===== config.mk =====
export PLATFORM = sky130hd
export DESIGN_NAME = pack_bit_serializer
export DESIGN_NICKNAME = d
export VERILOG_FILES = /design/src/rtl/pack_stream_pkg.sv /design/src/rtl/pack_skid_fifo.sv /design/src/rtl/pack_bit_serializer.sv
export SDC_FILE = /design/constraint.sdc
export NUM_CORES = 1
export LEC_CHECK = 0
export CAP_MARGIN = 10
export CORE_AREA = 2 2 48 95
export DETAILED_ROUTE_END_ITERATION = 7
export DIE_AREA = 0 0 50 97
export PLACE_DENSITY = 0.68
export SYNTH_ARGS = -nofsm -noshare
export SYNTH_HDL_FRONTEND = slang
export SYNTH_SLANG_ARGS = --single-unit

===== constraint.sdc =====
create_clock -name i_clk -period 2.25 [get_ports i_clk]
set_clock_uncertainty 0.05 [all_clocks]
set_input_delay 0.675 -clock i_clk [delete_from_list [all_inputs] [get_ports i_clk]]
set_output_delay 0.675 -clock i_clk [all_outputs]
set_load 0.01 [all_outputs]

===== src/rtl/pack_stream_pkg.sv =====
// Shared types for the pack bit serializer slice:
// FSM states, FIFO entry layout and the pack address helper.
package pack_stream_pkg;

    typedef enum logic [1:0] {
        IDLE,
        SYNC,
        READ,
        DRAIN
    } state_t;

    typedef struct packed {
        logic data;
        logic sop;
        logic eop;
    } entry_t;

    typedef struct packed {
        logic sop;
        logic eop;
    } tag_t;

    function automatic int last_addr(input int size_bit_pack);
        return size_bit_pack - 1;
    endfunction

endpackage


===== src/rtl/pack_skid_fifo.sv =====
// Register FIFO of serializer entries that absorbs sink backpressure.
// Push into a full FIFO is legal only when a pop happens in the same cycle.
module pack_skid_fifo
    import pack_stream_pkg::*;
#(
    parameter int DEPTH = 4,
    parameter int CW    = $clog2(DEPTH + 1)
) (
    input  logic          i_clk,
    input  logic          i_reset,
    input  logic          push,
    input  entry_t        push_entry,
    input  logic          pop,
    output entry_t        head,
    output logic [CW-1:0] count,
    output logic          empty,
    output logic          full
);

    localparam int PW = (DEPTH > 1) ? $clog2(DEPTH) : 1;

    entry_t        mem [DEPTH];
    logic [PW-1:0] wr_ptr;
    logic [PW-1:0] rd_ptr;
    logic          do_push;
    logic          do_pop;

    function automatic logic [PW-1:0] nxt(input logic [PW-1:0] p);
        return (p == PW'(DEPTH - 1)) ? '0 : p + 1'b1;
    endfunction

    assign empty   = (count == '0);
    assign full    = (count == CW'(DEPTH));
    assign do_pop  = pop && !empty;
    assign do_push = push && (!full || do_pop);
    assign head    = mem[rd_ptr];

    always_ff @(posedge i_clk or posedge i_reset) begin
        if (i_reset) begin
            wr_ptr <= '0;
            rd_ptr <= '0;
            count  <= '0;
            for (int i = 0; i < DEPTH; i++) begin
                mem[i] <= '0;
            end
        end else begin
            if (do_push) begin
                mem[wr_ptr] <= push_entry;
                wr_ptr      <= nxt(wr_ptr);
            end
            if (do_pop) begin
                rd_ptr <= nxt(rd_ptr);
            end
            unique case ({do_push, do_pop})
                2'b10:   count <= count + 1'b1;
                2'b01:   count <= count - 1'b1;
                default: ;
            endcase
        end
    end

    overflow_check : assert property (
        @(posedge i_clk) disable iff (i_reset) !(push && full && !do_pop)
    );

endmodule


===== src/rtl/pack_bit_serializer.sv =====
// Pack memory reader: sweeps 0..LAST, absorbs read latency, emits a bit stream.
// Optional sync word prefix per pack when PACK_SYNC_WORD_EN is defined.
module pack_bit_serializer
    import pack_stream_pkg::*;
#(
    parameter int          SIZE_BIT_PACK = 1976,
    parameter int          SIZE_ADDR     = $clog2(SIZE_BIT_PACK),
    parameter int          READ_LATENCY  = 1,
    parameter int          FIFO_DEPTH    = 4,
    parameter int          SYNC_LEN      = 32,
    parameter logic [31:0] SYNC_WORD     = 32'h1ACFFC1D
) (
    input  logic                 i_clk,
    input  logic                 i_reset,
    input  logic                 i_run,
    output logic [SIZE_ADDR-1:0] o_addr,
    input  logic                 i_mem_data,
    output logic                 o_data,
    output logic                 o_valid,
    input  logic                 i_ready,
    output logic                 o_sop,
    output logic                 o_eop,
    output logic                 o_pack_done,
    output logic                 o_busy
);

    localparam int CW = $clog2(FIFO_DEPTH + 1);
    localparam int OW = $clog2(FIFO_DEPTH + READ_LATENCY + 1);
    localparam logic [SIZE_ADDR-1:0] LAST    = SIZE_ADDR'(last_addr(SIZE_BIT_PACK));
    localparam logic [SIZE_ADDR-1:0] LAST_M1 = SIZE_ADDR'(last_addr(SIZE_BIT_PACK) - 1);
    localparam logic [OW-1:0]        DEPTH_O = OW'(FIFO_DEPTH);
    localparam logic [OW-1:0]        DEPTH_2 = OW'(FIFO_DEPTH - 2);

    state_t                  state;
    state_t                  state_nx;
    logic                    issue;
    logic                    sync_push;
    logic                    sync_done;
    logic                    sync_bit;
    logic                    sync_first;
    logic                    push;
    entry_t                  push_entry;
    entry_t                  head;
    logic [CW-1:0]           fifo_count;
    logic                    fifo_empty;
    logic                    fifo_full;
    logic [READ_LATENCY-1:0] sr_vld;
    tag_t [READ_LATENCY-1:0] sr_tag;
    logic [OW-1:0]           inflight;
    logic [OW-1:0]           occ;
    logic                    last_issue;
    logic                    drained;

`ifdef PACK_SYNC_WORD_EN
    localparam bit     SYNC_EN = 1'b1;
    localparam state_t FIRST   = SYNC;
    localparam int     SC      = $clog2(SYNC_LEN);

    logic [SC-1:0] sync_cnt;

    assign sync_done  = sync_push && (sync_cnt == SC'(SYNC_LEN - 1));
    assign sync_bit   = SYNC_WORD[SC'(SYNC_LEN - 1) - sync_cnt];
    assign sync_first = (sync_cnt == '0);

    always_ff @(posedge i_clk or posedge i_reset) begin
        if (i_reset) begin
            sync_cnt <= '0;
        end else if (sync_push) begin
            sync_cnt <= sync_done ? '0 : sync_cnt + 1'b1;
        end
    end
`else
    localparam bit     SYNC_EN = 1'b0;
    localparam state_t FIRST   = READ;

    logic unused_sync;

    assign unused_sync = ^{SYNC_WORD, SYNC_LEN};
    assign sync_done   = 1'b0;
    assign sync_bit    = 1'b0;
    assign sync_first  = 1'b0;
`endif

    always_comb begin
        inflight = '0;
        for (int i = 0; i < READ_LATENCY; i++) begin
            inflight = inflight + OW'(sr_vld[i]);
        end
    end

    assign occ        = OW'(fifo_count) + inflight;
    assign drained    = fifo_empty && (inflight == '0);
    assign last_issue = issue && (o_addr == LAST);

    always_ff @(posedge i_clk or posedge i_reset) begin
        if (i_reset) begin
            state <= IDLE;
        end else begin
            state <= state_nx;
        end
    end

    always_comb begin
        state_nx = state;
        unique case (state)
            IDLE:    if (i_run) state_nx = FIRST;
            SYNC:    if (sync_done) state_nx = READ;
            READ:    if (last_issue) state_nx = i_run ? FIRST : DRAIN;
            DRAIN:   if (drained) state_nx = IDLE;
            default: state_nx = IDLE;
        endcase
    end

    // Holding back LAST-1 until two slots are free keeps LAST on o_addr for one cycle only.
    always_comb begin
        issue     = 1'b0;
        sync_push = 1'b0;
        unique case (state)
            READ: issue = (occ < DEPTH_O) &&
                          ((o_addr != LAST_M1) || (occ <= DEPTH_2));
            SYNC: sync_push = SYNC_EN && (inflight == '0) && !fifo_full;
            default: ;
        endcase
    end

    always_ff @(posedge i_clk or posedge i_reset) begin
        if (i_reset) begin
            o_addr <= '0;
        end else if (issue) begin
            o_addr <= (o_addr == LAST) ? '0 : o_addr + 1'b1;
        end
    end

    always_ff @(posedge i_clk or posedge i_reset) begin
        if (i_reset) begin
            sr_vld <= '0;
            sr_tag <= '0;
        end else begin
            sr_vld[0] <= issue;
            sr_tag[0] <= '{sop: (o_addr == '0) && !SYNC_EN, eop: (o_addr == LAST)};
            for (int i = 1; i < READ_LATENCY; i++) begin
                sr_vld[i] <= sr_vld[i-1];
                sr_tag[i] <= sr_tag[i-1];
            end
        end
    end

    always_comb begin
        push = sr_vld[READ_LATENCY-1] || sync_push;
        if (sync_push) begin
            push_entry = '{data: sync_bit, sop: sync_first, eop: 1'b0};
        end else begin
            push_entry = '{data: i_mem_data,
                           sop:  sr_tag[READ_LATENCY-1].sop,
                           eop:  sr_tag[READ_LATENCY-1].eop};
        end
    end

    pack_skid_fifo #(
        .DEPTH (FIFO_DEPTH),
        .CW    (CW)
    ) u_fifo (
        .i_clk      (i_clk),
        .i_reset    (i_reset),
        .push       (push),
        .push_entry (push_entry),
        .pop        (o_valid && i_ready),
        .head       (head),
        .count      (fifo_count),
        .empty      (fifo_empty),
        .full       (fifo_full)
    );

    assign o_valid     = !fifo_empty;
    assign o_data      = head.data && o_valid;
    assign o_sop       = head.sop && o_valid;
    assign o_eop       = head.eop && o_valid;
    assign o_pack_done = last_issue;
    assign o_busy      = (state != IDLE) || !drained;

endmodule


== Word level (Yosys, flattened, before mapping) ==
Index checks and enable logic that the tools add are counted.

* Bits in registers: 35
* Output and inout bits: 17
* Bits of input ports: 5
* Logic and storage cells: 86

* Eq/ne operators: 13
* Multiplexer cells: 16
* Magnitude comparators: 5
* Reduce and logical (&&, ||, !) cells: 23
* Bitwise operators: 3
* $add $sub $neg: 6

{| class="wikitable"
|+ Operators with widths
! operator !! count
|-
| bitwise mux 12 bit || 1
|-
| adder 11 x 1 -> 11 bit (second input constant) || 1
|-
| == test 11 bit (second input constant) || 1
|-
| zero test 11 bit || 1
|-
| two-way mux 11 bit || 1
|-
| inequality test 11 bit (second input constant) || 1
|-
| == test 2 bit (second input constant) || 5
|-
| logical AND 1 bit || 10
|-
| two-way mux 2 bit || 5
|-
| two-way mux 3 bit || 3
|-
| binary-select mux 3 bit (select 2 bit) || 1
|-
| demux 3 bit (select 2 bit) || 1
|-
| greater-or-equal comparator 3 bit (second input constant) || 2
|-
| zero test 3 bit || 2
|-
| inequality test 2 bit (second input constant) || 3
|-
| inverter 2 -> 3 bit || 2
|-
| case mux 2 bit (3 select lines) || 1
|-
| case mux 3 bit (2 select lines) || 1
|-
| adder 2 x 1 -> 2 bit (second input constant) || 2
|-
| == test 2 x 1 -> 1 bit (second input constant) || 2
|-
| AND reduction 4 bit || 1
|-
| nonzero test 2 bit || 2
|-
| adder 3 x 1 -> 3 bit || 1
|-
| adder 3 x 1 -> 3 bit (second input constant) || 1
|-
| other kinds (10) || 15
|}

== Logic depth before layout (Yosys ltp) ==
* Depth after elaboration: 8
* Mapped depth: 10
* Gate-level depth less buffers: 9

== Modules after synthesis ==
A second synthesis with hierarchy kept.

* Cell total of the unflattened synthesis: 167
* Area, all modules: 1918.1 sq um

{| class="wikitable"
|+ By module, submodules not included
! module !! area each (sq um) !! cells an instance !! seq. area each (sq um) !! times used
|-
| pack_skid_fifo || 972.2 || 72 || 475.5 || 1
|-
| pack_bit_serializer || 945.9 || 95 || 400.4 || 1
|}

== Worst setup path after synthesis ==
No wires, ideal clock.

* Kind: input to register
* From: in i_ready
* To: reg u_fifo.count[2]
* Buffers on the path: 0
* Data required time: 2120 ps
* Path slack: -23 ps
* Library setup time: 80 ps
* Stages on the path: 8
* Arrival: 2143 ps
* Path through: o41a_1 inv_1 ha_1 inv_1 fa_1 xor2_1 nor2_1 xnor2_1

* Word-level cells in the longest chain between the ends: 6
* Elaborated cells between the ends (all ways): 8
* Classes of those cells: eq/ne (2); mux (1); reduce/logical (5)

{| class="wikitable"
|+ Ends and longest elaborated chain
! element !! RTL line !! source
|-
| start: declaration || pack_bit_serializer.sv:20 || <nowiki>input logic i_ready,</nowiki>
|-
| logical AND 1 bit (*) || pack_bit_serializer.sv:167 || <nowiki>.pop (o_valid && i_ready),</nowiki>
|-
| logical AND 1 bit (*) || pack_skid_fifo.sv:34 || <nowiki>assign do_pop = pop && !empty;</nowiki>
|-
| logical OR 1 bit || pack_skid_fifo.sv:35 || <nowiki>assign do_push = push && (!full || do_pop);</nowiki>
|-
| logical AND 1 bit || pack_skid_fifo.sv:35 ||
|-
| == test 2 x 1 -> 1 bit or == test 2 bit (tied branches) || pack_skid_fifo.sv:54 || <nowiki>unique case ({do_push, do_pop})</nowiki>
|-
| case mux 3 bit (2 select lines) or nonzero test 2 bit (tied branches) || n/a ||
|-
| end signal: assignment || pack_skid_fifo.sv:55 || <nowiki>2'b10: count <= count + 1'b1;</nowiki>
|-
| end signal: assignment || pack_skid_fifo.sv:56 || <nowiki>2'b01: count <= count - 1'b1;</nowiki>
|-
| end: declaration || pack_skid_fifo.sv:15 || <nowiki>output logic [CW-1:0] count,</nowiki>
|}

Mark *: on every way between the ends. The rest lies on a longest branch, timed or not.
A chain may end at the register's enable or synchronous reset.

== Final worst setup path ==
* From: reg u_fifo.count[0]
* To: out o_pack_done

* Word-level cells in the longest chain between the ends: 6
* Elaborated cells between the ends (all ways): 7
* Classes of those cells: add/sub (1); order compare (2); mux (1); reduce/logical (3)

{| class="wikitable"
|+ Ends and longest elaborated chain
! element !! RTL line !! source
|-
| adder 3 x 1 -> 3 bit (*) || pack_bit_serializer.sv:91 || <nowiki>assign occ = OW'(fifo_count) + inflight;</nowiki>
|-
| <= comparator 3 x 2 -> 1 bit || pack_bit_serializer.sv:120 || <nowiki>((o_addr != LAST_M1) || (occ <= DEPTH_2));</nowiki>
|-
| logical OR 1 bit || pack_bit_serializer.sv:120 ||
|-
| logical AND 1 bit (*) || pack_bit_serializer.sv:119 || <nowiki>READ: issue = (occ < DEPTH_O) &&</nowiki>
|-
| two-way mux 1 bit (*) || pack_bit_serializer.sv:118 || <nowiki>unique case (state)</nowiki>
|-
| logical AND 1 bit (*) || pack_bit_serializer.sv:93 || <nowiki>assign last_issue = issue && (o_addr == LAST);</nowiki>
|-
| end: declaration || pack_bit_serializer.sv:23 || <nowiki>output logic o_pack_done,</nowiki>
|}

Marked as above.

==> results.json <==
{
  "status": "finished with violations",
  "violations": "negative setup slack",
  "cp_top_family": "flip-flops",
  "routed_via_density": 5.252,
  "yosys.area.top_type": "dfrtp_1",
  "finalHoldViolations": 0,
  "diodes": 0,
  "grt_max_degree": 36,
  "ys.flop_type": "dfrtp_1",
  "multiInputGateArea_um2": 934.6,
  "relSlewSlack_pct": 71.00,
  "powerDensity_nw_per_um2": 1265,
  "min_path_type": "reg2reg",
  "hpwl_um": 3335,
  "dr.pass1.iters": 2,
  "cp_num_buf_inv": 1,
  "layout.nets": 234,
  "grt_pass1_vias": 1639,
  "gp_congestion": 0.8098,
  "worst-slew-pin-transition_ns": 0.4350,
  "worstRegToRegCells": 9,
  "synth-seq-area-share_pct": 47.81,
  "antenna_found_initial": 0,
  "cp.arrival_ns": 1.69,
  "crit_cells": 5,
  "min_path_cells": 1,
  "area_growth_pct": 33.13,
  "drcViolationCount": 0,
  "ctsHoldBuffers": 0,
  "startpoint_type": "flip-flop",
  "cts_max_level": 2,
  "ys_ff_latch": 35,
  "wl_per_cell_um": 15.77,
  "ios": 22,
  "rows": 33,
  "total_power_mw": 3.084,
  "regArea_um2": 877.1,
  "cts_buffers": 5,
  "final_cells": 270,
  "worstSetupEndpointType": "output pin",
  "critPathMaxStageDelay_ns": 0.40,
  "dieArea_um2": 4850,
  "final_common_cell": "dfrtp_1",
  "rsz0062_at_grt": "true",
  "layout-drive-gt1-share_pct": 35.78,
  "clockBufferDepth": 2,
  "synth_cell_types": 39,
  "synth_nets": 175,
  "clk_latency_ns": 0.28,
  "max_freq_mhz": 413.5,
  "fin_crit_ns": 2.419,
  "die_h_um": 97,
  "crit_required_ns": 1.52,
  "nFillCells": 332,
  "cellLeakagePower_nw": 1.131,
  "grt-ovfl-total": 0,
  "netlist_instances": 158,
  "cts-root-buf": "clkbuf_8",
  "criticalPathCategory": "reg2out",
  "final_cell_mix": "dfrtp_1, buf_4, mux2_2, clkdlybuf4s50_1",
  "tns_ns": -0.5341,
  "cts.clk_slew.worst_paths_ns": 0.07,
  "antenna_left": 0,
  "dp_cells": 260,
  "synth_warnings": 0,
  "crit_fanout": 2,
  "start_util_pct": 44.81,
  "cts_tree": "yes",
  "synth-edff-count": 0,
  "synth_area_per_cell_um2": 11.59,
  "fin_crit_sh_pct": 107.5,
  "core_area_um2": 4088,
  "route.vias.total": 1418,
  "cp_slowest_cell": "dfrtp_1",
  "cts_sinks": 35,
  "ir_drop_mv": 0.8770,
  "setup_viol": 5,
  "drt_iter0_drc": 6,
  "grt_usage_pct": 20.22,
  "final_max_slew_viol_count": 0,
  "wl_um": 4257,
  "crit_chain": "ha_2 -> ha_4 -> xor2_2 -> nor4b_4 -> buf_2",
  "async_reset_ff_share_pct": 100.0,
  "io_buffer_count": 21,
  "syn_area_um2": 1832,
  "drv_cap": 0,
  "grt_first_pass_wirelength_um": 7458,
  "layout_setup_ws_ns": -0.1685,
  "pre_cts_slack_ns": -0.4186,
  "die_w_um": 50,
  "yosysTopAreaCellShare_pct": 47.81,
  "synth_area_leaders": "dfrtp_1, mux2_2, ha_1"
}
[kinds of logic after synthesis]
family,synth area share [%]
buffers and inverters,3.483
multiplexers,13.39
XOR/XNOR,5.260
flip-flops,47.81
adder cells (fa/ha/maj),8.606
AND/OR/NAND/NOR,16.60
AO/OA/AOI/OAI,4.850
[metrics by stage]
stage	hold WS [ns]	utilization, %	cell area [µm²]
final	0.4577	59.66	2439
after floorplan	0.4238	-	1832
after global routing	0.4797	59.66	2439
after detailed placement	0.4447	56.87	2325
after CTS	0.4605	59.75	2442
after global placement	0.4329	56.87	2325
[metal layers]
metal	global-route usage [%]	vias up	wire length, µm
li1	-	671	-
met1	19.75	699	1445
met2	38.06	34	2516
met3	3.858	14	128
met4	9.829	0	166
met5	0	-	0
[cells in the mapped netlist (2+ instances only)]
cell type	count
nand3_1	2
xor2_1	3
mux2_2	14
xnor2_1	8
nand4_1	4
dfrtp_1	35
and2_1	3
mux4_2	3
mux2i_1	2
nand2_1	12
inv_1	12
nor3_1	2
a21oi_1	3
o21ai_0	3
nand4b_1	2
nor4_1	5
ha_1	11
nor2_1	13
[sequential cells by signal, summed over array words and instances, names as in the netlist]
register       flops
u_fifo.mem        12
o_addr            11
u_fifo.count       3
push_entry         2
state              2
u_fifo.rd_ptr      2
u_fifo.wr_ptr      2
push               1
[layout make-up]
type | count | area share (%)
Multi-Input combinational cell | 108 | 38.33
Sequential cell | 35 | 35.97
Timing Repair Buffer | 54 | 17.70
Clock buffer | 7 | 3.130
Tap cell | 52 | 2.668
Inverter | 13 | 2.001
Clock inverter | 1 | 0.2052
[where the power goes]
part | switching [mW] | internal (mW) | total [mW] | leakage, nW
Clock | 0.215 | 0.217 | 0.432 | 0.0422
Combinational | 0.791 | 0.846 | 1.64 | 0.643
Sequential | 0.173 | 0.842 | 1.02 | 0.445
Total | 1.18 | 1.90 | 3.08 | 1.13
[what timing repair did]
action                                  4_1_cts  5_1_grt
endpoints found under the setup margin        7        7
pin swaps                                     8        3
buffers inserted                              3        0
gates resized for setup                      37        2
[worst register-to-register path: cells and delay by family (launching register included)]
| family | cells | cell delay, ns |
|---|---|---|
| flops | 1 | 0.40 |
| simple gates | 1 | 0.14 |
| buf+inv | 3 | 0.29 |
| xor+xnor | 2 | 0.27 |
| compound gates | 1 | 0.45 |
| fa+ha+maj | 2 | 0.51 |
[path summary, 6_finish.rpt]
path	slack, ns	start	endpoint
setup / recovery	-0.17	u_fifo.count[0]$_DFFE_PP0P_	o_pack_done
hold / removal	0.46	u_fifo.mem[11]$_DFFE_PP0P_	u_fifo.mem[11]$_DFFE_PP0P_
setup reg to reg	0.07	u_fifo.count[0]$_DFFE_PP0P_	u_fifo.count[2]$_DFFE_PP0P_
hold reg to reg	0.46	u_fifo.mem[11]$_DFFE_PP0P_	u_fifo.mem[11]$_DFFE_PP0P_
max in group asynchronous	1.07	i_reset	u_fifo.rd_ptr[0]$_DFFE_PP0P_
min in group asynchronous	0.73	i_reset	u_fifo.mem[2]$_DFFE_PP0P_
Power figures use the tool's default switching activity.
